===== src/rtl/loader_pkg.sv =====
// Shared definitions for the program loader: FSM state encoding, default
// geometry of the instruction store and the opcodes the loader relies on.
package loader_pkg;

   localparam int DEPTH_DFLT = 32;
   localparam int AW_DFLT    = 5;
   localparam int DW_DFLT    = 8;

   // Empty instruction store words decode as NOP; HALT is the usual program end.
   localparam logic [7:0] NOP_OP  = 8'h00;
   localparam logic [7:0] HALT_OP = 8'hFF;

   typedef enum logic [1:0] {
      ST_IDLE  = 2'd0,
      ST_LOAD  = 2'd1,
      ST_CHECK = 2'd2,
      ST_DONE  = 2'd3
   } state_t;

   // Byte-wise modular sum used by the optional checksum stage.
   function automatic logic [7:0] add8(input logic [7:0] a, input logic [7:0] b);
      logic [8:0] full_s;
      full_s = {1'b0, a} + {1'b0, b};
      return full_s[7:0];
   endfunction

endpackage


===== src/rtl/prog_ram.sv =====
// Instruction store: DEPTH x DW words, one synchronous write port, one
// asynchronous read port. Reset clears every word to zero (NOP).
module prog_ram #(
   parameter int DEPTH = 32,
   parameter int AW    = 5,
   parameter int DW    = 8
) (
   input  logic          clk,
   input  logic          rst_n,
   input  logic          we,
   input  logic [AW-1:0] wadr,
   input  logic [DW-1:0] wdata,
   input  logic [AW-1:0] radr,
   output logic [DW-1:0] rdata
);

   logic [DW-1:0] mem_r [DEPTH];

   // Storage array: cleared on reset, otherwise written on a write strobe.
   always_ff @(posedge clk or negedge rst_n) begin
      if (!rst_n) begin
         for (int i = 0; i < DEPTH; i++) begin
            mem_r[i] <= {DW{1'b0}};
         end
      end else if (we) begin
         mem_r[wadr] <= wdata;
      end
   end

   // The read is combinational, so a same-cycle write to the read address
   // is only visible after the clock edge (old value is returned).
   assign rdata = mem_r[radr];

endmodule


===== src/rtl/program_loader.sv =====
// Program loader: receives a byte stream over valid/ready, writes it into the
// instruction store and then releases the CPU through cpu_run. The CPU fetch
// path reads the same store through adr/instr.
// Optional feature: define PROGRAM_LOADER_CHECKSUM_EN to append a checksum byte
// to every load; the load only completes when data+checksum sums to 0 mod 256.
import loader_pkg::*;

module program_loader #(
   parameter int DEPTH = DEPTH_DFLT,
   parameter int AW    = AW_DFLT,
   parameter int DW    = DW_DFLT
) (
   input  logic          clk,
   input  logic          rst_n,
   input  logic          start,
   input  logic [AW:0]   load_len,
   input  logic          in_valid,
   input  logic [DW-1:0] in_data,
   output logic          in_ready,
   input  logic [AW-1:0] adr,
   output logic [DW-1:0] instr,
   output logic          cpu_run,
   output logic          busy,
   output logic          load_err
);

   localparam logic [AW:0] LEN_MAX = (AW+1)'(DEPTH);
   localparam logic [AW:0] CNT_ONE = (AW+1)'(1'b1);

   state_t        state_r;
   state_t        state_nx_s;
   logic [AW-1:0] wr_ptr_r;
   logic [AW:0]   cnt_r;
   logic          in_ready_r;
   logic          busy_r;
   logic          cpu_run_r;
   logic          load_err_r;

   logic          in_ready_nx_s;
   logic          busy_nx_s;
   logic          cpu_run_nx_s;

   logic          len_ok_s;
   logic          idle_like_s;
   logic          start_ok_s;
   logic          start_bad_s;
   logic          xfer_s;
   logic          we_s;
   logic          last_s;
   logic          chk_fail_s;
   logic [DW-1:0] ram_rdata_s;

`ifdef PROGRAM_LOADER_CHECKSUM_EN
   logic [7:0]    sum_r;
   logic          chk_xfer_s;
   logic          sum_ok_s;
`endif

   // A start is only honoured when no load is running (IDLE or DONE).
   assign len_ok_s    = (load_len != {(AW+1){1'b0}}) && (load_len <= LEN_MAX);
   assign idle_like_s = (state_r == ST_IDLE) || (state_r == ST_DONE);
   assign start_ok_s  = start && idle_like_s && len_ok_s;
   assign start_bad_s = start && idle_like_s && !len_ok_s;

   // in_ready_r is high exactly in the byte-accepting states.
   assign xfer_s = in_valid && in_ready_r;
   assign we_s   = xfer_s && (state_r == ST_LOAD);
   assign last_s = we_s && (cnt_r == CNT_ONE);

`ifdef PROGRAM_LOADER_CHECKSUM_EN
   assign chk_xfer_s = xfer_s && (state_r == ST_CHECK);
   assign sum_ok_s   = (add8(sum_r, 8'(in_data)) == 8'h00);
   assign chk_fail_s = chk_xfer_s && !sum_ok_s;
`else
   assign chk_fail_s = 1'b0;
`endif

   // State register plus pointer, counter, registered outputs and error flag.
   always_ff @(posedge clk or negedge rst_n) begin
      if (!rst_n) begin
         state_r    <= ST_IDLE;
         wr_ptr_r   <= {AW{1'b0}};
         cnt_r      <= {(AW+1){1'b0}};
         in_ready_r <= 1'b0;
         busy_r     <= 1'b0;
         cpu_run_r  <= 1'b0;
         load_err_r <= 1'b0;
      end else begin
         state_r    <= state_nx_s;
         in_ready_r <= in_ready_nx_s;
         busy_r     <= busy_nx_s;
         cpu_run_r  <= cpu_run_nx_s;

         if (start_ok_s) begin
            wr_ptr_r <= {AW{1'b0}};
            cnt_r    <= load_len;
         end else if (we_s) begin
            wr_ptr_r <= wr_ptr_r + AW'(1'b1);
            cnt_r    <= cnt_r - CNT_ONE;
         end else begin
            wr_ptr_r <= wr_ptr_r;
            cnt_r    <= cnt_r;
         end

         if (start_ok_s) begin
            load_err_r <= 1'b0;
         end else if (start_bad_s || chk_fail_s) begin
            load_err_r <= 1'b1;
         end else begin
            load_err_r <= load_err_r;
         end
      end
   end

`ifdef PROGRAM_LOADER_CHECKSUM_EN
   // Running 8-bit sum of the data bytes of the current load.
   always_ff @(posedge clk or negedge rst_n) begin
      if (!rst_n) begin
         sum_r <= 8'h00;
      end else if (start_ok_s) begin
         sum_r <= 8'h00;
      end else if (we_s) begin
         sum_r <= add8(sum_r, 8'(in_data));
      end else begin
         sum_r <= sum_r;
      end
   end
`endif

   // Next-state logic of the load sequencer.
   always_comb begin
      state_nx_s = state_r;
      case (state_r)
         ST_IDLE: begin
            if (start_ok_s) begin
               state_nx_s = ST_LOAD;
            end else begin
               state_nx_s = ST_IDLE;
            end
         end
         ST_LOAD: begin
            if (last_s) begin
`ifdef PROGRAM_LOADER_CHECKSUM_EN
               state_nx_s = ST_CHECK;
`else
               state_nx_s = ST_DONE;
`endif
            end else begin
               state_nx_s = ST_LOAD;
            end
         end
         ST_CHECK: begin
`ifdef PROGRAM_LOADER_CHECKSUM_EN
            if (chk_xfer_s) begin
               if (sum_ok_s) begin
                  state_nx_s = ST_DONE;
               end else begin
                  state_nx_s = ST_IDLE;
               end
            end else begin
               state_nx_s = ST_CHECK;
            end
`else
            state_nx_s = ST_IDLE;
`endif
         end
         ST_DONE: begin
            if (start_ok_s) begin
               state_nx_s = ST_LOAD;
            end else begin
               state_nx_s = ST_DONE;
            end
         end
         default: begin
            state_nx_s = ST_IDLE;
         end
      endcase
   end

   // Output decode from the next state, so the outputs are registered and
   // already valid in the first cycle of each state.
   always_comb begin
      in_ready_nx_s = 1'b0;
      busy_nx_s     = 1'b0;
      cpu_run_nx_s  = 1'b0;
      case (state_nx_s)
         ST_LOAD, ST_CHECK: begin
            in_ready_nx_s = 1'b1;
            busy_nx_s     = 1'b1;
         end
         ST_DONE: begin
            cpu_run_nx_s = 1'b1;
         end
         ST_IDLE: begin
            cpu_run_nx_s = 1'b0;
         end
         default: begin
            cpu_run_nx_s = 1'b0;
         end
      endcase
   end

   prog_ram #(
      .DEPTH (DEPTH),
      .AW    (AW),
      .DW    (DW)
   ) u_ram (
      .clk   (clk),
      .rst_n (rst_n),
      .we    (we_s),
      .wadr  (wr_ptr_r),
      .wdata (in_data),
      .radr  (adr),
      .rdata (ram_rdata_s)
   );

   // The CPU sees NOPs while the store is being rewritten.
   assign instr    = busy_r ? DW'(NOP_OP) : ram_rdata_s;
   assign in_ready = in_ready_r;
   assign busy     = busy_r;
   assign cpu_run  = cpu_run_r;
   assign load_err = load_err_r;

endmodule


===== config.mk =====
export PLATFORM = sky130hd
export DESIGN_NAME = program_loader
export DESIGN_NICKNAME = d
export VERILOG_FILES = /design/src/rtl/loader_pkg.sv /design/src/rtl/prog_ram.sv /design/src/rtl/program_loader.sv
export SDC_FILE = /design/constraint.sdc
export NUM_CORES = 1
export LEC_CHECK = 0
export ABC_AREA = 1
export BUFFER_PORTS_ARGS = -buffer_cell sky130_fd_sc_hd__clkbuf_2
export CORE_ASPECT_RATIO = 1.2
export CORE_MARGIN = 2
export CORE_UTILIZATION = 55
export CTS_CLUSTER_DIAMETER = 200
export DETAILED_ROUTE_END_ITERATION = 10
export PLACE_DENSITY = 0.75
export SYNTH_ARGS = -nofsm -noshare
export SYNTH_HDL_FRONTEND = slang
export SYNTH_SLANG_ARGS = --single-unit

===== constraint.sdc =====
create_clock -name clk -period 1.87 [get_ports clk]
set_clock_uncertainty 0.2 [all_clocks]
set_input_delay 0.2805 -clock clk [delete_from_list [all_inputs] [get_ports clk]]
set_output_delay 0.2805 -clock clk [all_outputs]
set_load 0.005 [all_outputs]

==> results of run 1 <==
==> repair_timing <==
action                     in CTS  in global routing
hold buffers                    8                  0
setup endpoints to repair     185                234
pin swaps                      19                 46
hold endpoints to repair      280                  0
gates cloned                    0                 32
gates resized for setup        39                754
buffers inserted                2                 30
==> registers in the layout, indices dropped and copies added, names as in the netlist <==
name	flops
u_ram.mem_r	256
wr_ptr_r	5
busy	1
state_r	2
cpu_run	1
cnt_r	6
load_err	1
==> area by class of cell <==
type / instances / share of cell area [%]
Inverter: 41 / 1.008
Clock inverter: 11 / 0.5395
Tap cell: 279 / 1.980
Timing Repair Buffer: 198 / 13.57
Clock buffer: 41 / 4.827
Multi-Input combinational cell: 1190 / 39.44
Sequential cell: 272 / 38.63
==> worst reg2reg max path, cell delays in order (launching register included) <==
cell     delay (ps)
dfrtp_1         390
inv_2           100
ha_4            160
nand3_4         170
nor2_4          180
buf_12          160
buf_12          120
nand2_8          50
buf_2           200
o21ai_0         290
==> cell families (layout without fill, tap and decap cells) <==
family / after synthesis / count (layout) / share of synthesized area, %
compound gates: 293 / 293 / 11.66
xor+xnor: 5 / 5 / 0.3448
fa+ha+maj: 10 / 10 / 0.9848
buf+inv: 151 / 291 / 5.082
flops: 272 / 272 / 53.57
simple gates: 880 / 882 / 28.35
==> routing by layer <==
layer | up-vias | share of wire [%] | routed length (um) | global-route usage [%]
li1 | 5526 | - | - | -
met1 | 6202 | 34 | 16070 | 39.94
met2 | 1061 | 47 | 22020 | 50.98
met3 | 294 | 11 | 5333 | 5.206
met4 | 0 | 7.3 | 3397 | 13.09
met5 | - | 0 | 0 | 0
==> path summary, 6_finish.rpt <==
path / to / slack (ps) / depth (start not counted)
setup / recovery: instr[6] / -620 / 9
hold reg to reg: u_ram.mem_r[171]$_DFFE_PN0P_ / 290 / 2
max in group asynchronous: u_ram.mem_r[181]$_DFFE_PN0P_ / 750 / 3
hold / removal: u_ram.mem_r[104]$_DFFE_PN0P_ / 30 / 4
min in group asynchronous: u_ram.mem_r[246]$_DFFE_PN0P_ / 60 / 2
setup reg to reg: u_ram.mem_r[40]$_DFFE_PN0P_ / -270 / 9
==> where the power goes <==
| group | internal [W] | total, W | switching (W) |
|---|---|---|---|
| combinational | 0.00171 | 0.00410 | 0.00239 |
| clock | 0.00329 | 0.00576 | 0.00246 |
| sequential | 0.00681 | 0.00758 | 0.000772 |
| total | 0.0118 | 0.0174 | 0.00563 |
==> metrics by stage <==
stage	utilization [%]	power (W)	cell area (um2)	setup TNS, ps
2_1_floorplan	-	0.009134	12710	0
3_3_place_gp	61.25	0.01011	13790	-2004
3_5_place_dp	61.25	0.01024	13790	-3973
4_1_cts	66.46	0.01599	14970	-2761
5_1_grt	78.27	0.01810	17630	-38610
6_report	78.27	0.01743	17630	-30040
==> synthesized netlist by cell type, types with 2 or more instances <==
library cell  count
dfrtp_1         272
nand2_1         612
inv_2             5
nand2_2           3
buf_2            51
clkinv_1          2
nand3_1         180
xor2_1            3
buf_1             3
buf_4             2
nand4_1           2
clkbuf_1         53
ha_1             10
nor2_2            4
inv_1            34
nor2_4            4
o21ai_1          41
nor2_1           72
xnor2_1           2
o211ai_1          6
o21ai_0         242
a21oi_1           4
==> results.toml, run 1 <==
[outcome]
status = "finished, violations left"
violations = "negative setup slack"

[synthesis]
synth_seq_cells = 272
post_synth_main_area_contributors = "dfrtp_1 (54%), nand2_1 (18%), o21ai_0 (9.5%), nand3_1 (7.1%), nor2_1 (2.1%)"
ys.warnings.count = 0
synthCells = 1611
syn-mean-instance-area_um2 = 7.886
yosys.area.top_type = "dfrtp_1"
synth.top_cell.area_share_pct = 53.57
synth_edf_count = 0
synth.distinct_cells = 26
yosysSeqAreaShare_pct = 53.57
synth_nets = 1644
async_reset_ff_share_pct = 100.0
synth-main-ff-cell = "dfrtp_1"
syn-cell-area_um2 = 12700

[min_path]
min_path_type = "primary input to flip-flop"
min_from = "in_data[0]"

[clock_network]
clock_latency_ps = 560
cts_sinks = 272
htreeDepth = 1
cts_tree = "done"
clk_transition_reported_paths_ps = 70
clockBufferDepth = 3
root_buffer = "clkbuf_16"
cts_buffers = 28

[sta]
finalWorstSetupSlack_ps = -624.7
post-route-min-period_ps = 2495
slew_headroom_pct = 60.83
final_hold_viol_count = 0
fmax_ghz = 0.4009
whs_ps = 34.39
slew_viol_final = 0
worst_pin_slew_ps = 587.6
setup_viol = 260
post-route-period-util_pct = 133.4
rsz0062_at_grt = "yes"

[setup_path]
cp_max_fo = 2
arrival_ps = 2010
cp-start-kind = "flip-flop"
critPathRequiredTime_ps = 1390
crit_type = "flip-flop to primary output"
cp-startpoint = "u_ram.mem_r[38]$_DFFE_PN0P_"
end_kind = "primary output"
cp_cell_sequence = "nand2_1, nand3_1, nand3_2, nand2_1, nand2_1, nand3_2, nand2_1, nor2_1, buf_2"
critPathMaxStageDelay_ps = 400
critPathSlowestCell = "dfrtp_1"
critPathBufInv = 1
r2r-start = "state_r[1]$_DFF_PN0_"
crit_top_cell = "nand2_1"
cp_top_family = "simple AND/OR/NAND/NOR gates"

[place]
io_buffers = 34
dp.cells = 1908
pre_cts_slack_ps = -296.2
hpwl_mm = 21.96
gp_congestion = 0.8805

[die]
die_h_um = 170.5
io_pins = 35
start_util_pct = 56.41
dieArea_um2 = 24340
die_x_um = 142.7
fp-row-count = 60
coreArea_um2 = 22520

[cells_and_area]
layout-drive-gt1-share_pct = 34.85
fin_nets = 1764
final_common_cell = "nand2_1"
final_cell_mix = "nand2_1 (400), dfrtp_1 (270), nand3_1 (154), nand2_2 (147), o21ai_1 (140)"
multi_input_area_um2 = 6953
area_growth_syn_to_layout_pct = 38.74
fillers = 1229
diodes = 0
post_layout_nonfiller_instances = 2032
seq_area_um2 = 6809

[drt]
ant_nets = 0
drtPass1Iterations = 8
drt_iter0_drc = 2016
post_drt_wl_per_cell_um = 23.04
vias = 13080
routed_wl_mm = 46.82
viasPerCell = 6.438
drc_errors = 0

[job]
maxCapViolCount = 0

[grt]
grt_start_max_net_pins = 54
first_global_vias = 11220
grt_overflow = 0
antenna_found_initial = 0
track_usage_pct = 30.67
grt_pass1_wl_mm = 58.88

[pwr]
power_leakage_nw = 7.961
p_per_area_nw_per_um2 = 989.0
ir_drop_mv = 0.9942
Power figures use the tool's default switching activity.
==> run 2, diff against run 1 <==
- CORE_UTILIZATION: 55 -> 39
- PLACE_DENSITY: 0.75 -> 0.57
- RECOVER_POWER: unset -> 50
==> results.toml, run 2 (same netlist as run 1, synthesis figures left out) <==
[cells_and_area]
top_regs = "u_ram.mem_r x256, cnt_r x6, wr_ptr_r x5"
fin_nets = 1754
area_growth_syn_to_layout_pct = 32.48
post_layout_nonfiller_instances = 2149
diodes = 0
final_common_cell = "nand2_1"
largest_reg_flops = 256
fin_util_pct = 52.33
regMostFlops = "u_ram.mem_r"
final_cell_mix = "nand2_1 (520), dfrtp_1 (271), o21ai_1 (149), nand3_1 (145), o21ai_0 (113)"
fillers = 2983
layout-drive-gt1-share_pct = 24.45

[sta]
finalWorstSetupSlack_ps = -476.7
post-route-period-util_pct = 125.5
rsz0062_at_grt = "yes"
slew_headroom_pct = 17.36
worst_pin_slew_ps = 1240
slew_viol_final = 0
fmax_ghz = 0.4261
final_hold_viol_count = 0
setup_tns_ps = -3905
setup_viol = 33
post-route-min-period_ps = 2347

[clock_network]
root_buffer = "clkbuf_16"
cts_buffers = 29
cts_sinks = 272
htreeDepth = 1
clockBufferDepth = 3
clk_transition_reported_paths_ps = 60
clock_latency_ps = 550
cts_tree = "done"

[die]
die_h_um = 201.7
start_util_pct = 39.50
dieArea_um2 = 34040
fp-row-count = 72
io_pins = 35
coreArea_um2 = 32160
die_x_um = 168.8

[pwr]
ir_drop_mv = 0.6545
p_per_area_nw_per_um2 = 1016
power_leakage_nw = 7.690
finalPower_w = 0.01711

[job]
maxCapViolCount = 0

[drt]
drtPass1Iterations = 7
drc_errors = 0
post_drt_wl_per_cell_um = 19.09
ant_nets = 0
vias = 11540
routed_wl_mm = 41.03
viasPerCell = 5.372
drt_iter0_drc = 1104

[setup_path]
end_kind = "primary output"
critPathRequiredTime_ps = 1390
cp_max_fo = 2
crit_type = "flip-flop to primary output"
arrival_ps = 1870
cp-start-kind = "flip-flop"

[grt]
grt_pass1_wl_mm = 60.29
antenna_found_initial = 0
grt_start_max_net_pins = 63
grt_overflow = 0
first_global_vias = 10690
track_usage_pct = 22.43

[outcome]
status = "finished, violations left"
violations = "negative setup slack"

[place]
io_buffers = 34
hpwl_mm = 24.18
gp_congestion = 0.8335
dp.cells = 2049

[min_path]
min_path_type = "primary input to flip-flop"
[run 2: cell types whose count changed in the layout (fill, tap and decap cells not counted), moves of 11 or more]
cell and delta:
buf_6 +24, buf_8 -14, buf_12 -11, o21ai_0 +60, nor2_1 -11, nand2_2 -82
nand2_1 +120, o21ai_2 -69, nand2_4 -34
[run 2: what timing repair did]
item / in CTS / in global routing
hold buffers: 8 / 0
gates cloned: 0 / 24
setup buffers: 1 / 15
endpoints found under the hold margin: 280 / 0
endpoints found under the setup margin: 126 / 208
pin swaps: 22 / 41
resized for setup: 56 / 420
[run 2: area by class of cell]
cell class	count	area (um2)	share of cell area, %
flip-flops and latches	272	6808	40.45
multi-input cells	1188	6187	36.76
repair buffers	189	2126	12.63
clock buffers	44	872.1	5.181
well taps	407	509.2	3.026
clock inverters	8	165.2	0.9813
inverters	41	163.9	0.9738
[run 2: worst paths after layout]
path | from | depth (start not counted) | end | slack (ps)
worst max-delay path | u_ram.mem_r[206]$_DFFE_PN0P_ | 9 | instr[6] | -480
worst min-delay path | in_data[4] | 4 | u_ram.mem_r[76]$_DFFE_PN0P_ | 20
worst max register to register | state_r[1]$_DFF_PN0_ | 10 | u_ram.mem_r[154]$_DFFE_PN0P_ | -60
worst min register to register | u_ram.mem_r[214]$_DFFE_PN0P_ | 2 | u_ram.mem_r[214]$_DFFE_PN0P_ | 280
max in group asynchronous | rst_n | 3 | u_ram.mem_r[126]$_DFFE_PN0P_ | 140
min in group asynchronous | rst_n | 2 | u_ram.mem_r[240]$_DFFE_PN0P_ | 320
[run 2: routing by layer]
metal	vias to the layer above	wire, um	track usage, %
met3	65	2180	3.147
met1	5648	17700	31.40
li1	5480	-	-
met5	-	0	0
met2	351	20190	36.53
met4	0	962	6.127
[run 2: stage by stage]
step                      hold slack (ps)  cell area (um2)  setup WS, ps
after floorplan                    -215.1            12710         1.464
after global placement              26.34            14180        -479.0
after detailed placement            22.56            14180        -459.5
after CTS                           5.334            15490        -450.5
after global routing                39.88            16830        -551.2
final                               15.26            16830        -476.7
[run 2: worst max-delay path, stage by stage, from the launching register on]
cell	delay, ps
dfrtp_1	350
nor2_1	50
nor2_1	100
o21ai_1	80
o21ai_1	120
nor2_1	70
nor2_2	170
nor2_1	80
nor2_2	160
buf_2	140
[run 2: report_power, final]
| part | switching [W] | total, W | internal, W |
|---|---|---|---|
| sequential | 0.000580 | 0.00738 | 0.00680 |
| clock | 0.00237 | 0.00624 | 0.00388 |
| combinational | 0.00202 | 0.00348 | 0.00146 |
==> run 3, diff against run 2 <==
- BUFFER_PORTS_ARGS: -buffer_cell sky130_fd_sc_hd__clkbuf_2 -> unset
- DONT_BUFFER_PORTS: unset -> 1
- PLACE_DENSITY: 0.57 -> 0.56
==> results.toml, run 3 (same netlist as run 1, synthesis figures left out) <==
[sta]
rsz0062_at_grt = "yes"
slew_headroom_pct = 24.74
worst_pin_slew_ps = 1129
fmax_ghz = 0.4650
setup_tns_ps = -13910
finalWorstSetupSlack_ps = -280.6
setup_viol = 205
post-route-min-period_ps = 2151
slew_viol_final = 0
whs_ps = -762.2
final_hold_viol_count = 272
post-route-period-util_pct = 115.0

[place]
gp_congestion = 0.8178
io_buffers = 0
hpwl_mm = 21.67

[pwr]
switching_share_pct = 29.57
switchingPower_w = 0.005083
p_seq_share_pct = 43.7
combPwrFrac_pct = 21.7
finalPower_w = 0.01719
intPower_w = 0.01211
p_per_area_nw_per_um2 = 954.8
ir_drop_mv = 0.6956
clock_power_share_pct = 34.5
power_leakage_nw = 7.812

[setup_path]
r2r-start = "state_r[1]$_DFF_PN0_"
end_kind = "primary output"
critPathBufInv = 0
r2r_slack_ps = -110
cp_cell_sequence = "nand2_1, nand3_1, nand3_1, nand2_1, nand2_1, nand2_1, nor2_2, nor2_4"
arrival_ps = 1670
crit_top_cell = "nand2_1"
cp_max_fo = 2
ff2ff_path_depth = 11
regToRegEndpoint = "u_ram.mem_r[83]$_DFFE_PN0P_"
crit_type = "flip-flop to primary output"
cp-start-kind = "flip-flop"
cp_top_family = "simple AND/OR/NAND/NOR gates"
critPathSlowestCell = "dfrtp_1"
cp-startpoint = "u_ram.mem_r[155]$_DFFE_PN0P_"
crit_end = "instr[3]"
path_depth = 8
critPathRequiredTime_ps = 1390
critPathMaxStageDelay_ps = 390

[clock_network]
cts_hold_buffers = 9
cts_sinks = 272
clockBufferDepth = 3
clock_latency_ps = 550
root_buffer = "clkbuf_16"
cts_buffers = 29
cts_tree = "done"
htreeDepth = 1
clk_transition_reported_paths_ps = 60

[grt]
antenna_found_initial = 0
track_usage_pct = 22.69
grt_start_max_net_pins = 273
first_global_vias = 10620
grt_overflow = 0
grt_pass1_wl_mm = 60.93

[job]
maxCapViolCount = 0

[drt]
drc_errors = 0
drt_iter0_drc = 938
viasPerCell = 5.513
drtPass1Iterations = 5
vias = 11680
routed_wl_mm = 42.12
ant_nets = 0
post_drt_wl_per_cell_um = 19.88

[cells_and_area]
area_growth_syn_to_layout_pct = 41.71
diodes = 0
final_cell_mix = "nand2_1 (351), dfrtp_1 (272), nand2_2 (199), o21ai_1 (161), nand3_1 (133)"
fin_nets = 1725
layout-drive-gt1-share_pct = 37.68
top_regs = "u_ram.mem_r x256, cnt_r x6, wr_ptr_r x5"
final_common_cell = "nand2_1"
largest_reg_flops = 256
regMostFlops = "u_ram.mem_r"
fillers = 2766

[outcome]
status = "finished, violations left"
violations = "negative hold slack, negative setup slack"

[die]
die_h_um = 201.7
fp-row-count = 72
coreArea_um2 = 32160
start_util_pct = 39.50
io_pins = 35
die_x_um = 168.8
dieArea_um2 = 34040

[min_path]
min_path_type = "primary input to async pin"
[run 3: how the worst min path moves through the flow]
stage	start	to	slack (ps)
2_1_floorplan	rst_n	busy$_DFF_PN0_	-220
3_3_place_gp	rst_n	u_ram.mem_r[201]$_DFFE_PN0P_	-200
3_5_place_dp	rst_n	u_ram.mem_r[193]$_DFFE_PN0P_	-200
4_1_cts	rst_n	u_ram.mem_r[193]$_DFFE_PN0P_	-770
5_1_grt	rst_n	u_ram.mem_r[201]$_DFFE_PN0P_	-780
6_report	rst_n	u_ram.mem_r[209]$_DFFE_PN0P_	-760
[run 3: power groups by stage]
stage               Sequential (W)  Combinational (W)  Clock (W)
detailed placement         0.00744            0.00247          0
finish                     0.00752            0.00373    0.00594
CTS                        0.00736            0.00290    0.00602
global placement           0.00744            0.00242          0
floorplan                  0.00730            0.00183          0
global route               0.00762            0.00412    0.00625
[run 3: what timing repair did]
item | CTS | global route
setup endpoints to repair | 210 | 266
hold endpoints to repair | 316 | 272
gates resized for setup | 186 | 724
gates cloned | 10 | 21
pin swaps | 33 | 61
setup buffers | 15 | 36
[run 3: layout make-up]
cell class | instances | area [um2] | share of cell area (%)
Tap cell | 407 | 509.2 | 2.829
Inverter | 41 | 180.2 | 1.001
Clock inverter | 2 | 60.06 | 0.3336
Timing Repair Buffer | 159 | 2271 | 12.61
Sequential cell | 272 | 6807 | 37.81
Clock buffer | 49 | 920.9 | 5.115
Multi-Input combinational cell | 1189 | 7256 | 40.30
[run 3: routing by layer]
metal,global-route usage (%),up-vias,wire (um)
met2,36.93,348,20740
met5,0,-,0
met3,2.832,71,2169
li1,-,5446,-
met1,31.73,5818,18050
met4,6.866,0,1164
[run 3: worst register-to-register path: stages, from the launching register on]
cell and delay (ps):
dfrtp_1 390, inv_2 80, ha_4 150, nand3_4 100, buf_6 140, nor2_4 120, buf_12 180, buf_12 130
nand2_8 50, buf_8 160, nand2_2 60, o21ai_1 70
[run 3: stage by stage]
step / cell area (um2) / utilization (%) / setup WS [ps] / std cells
2_1_floorplan: 12710 / - / 1.464 / 1611
3_3_place_gp: 13470 / 41.89 / -127.4 / 1977
3_5_place_dp: 13470 / 41.89 / -139.4 / 1977
4_1_cts: 15330 / 47.67 / -256.6 / 2062
5_1_grt: 18000 / 55.98 / -363.2 / 2119
6_report: 18000 / 55.98 / -280.6 / 2119
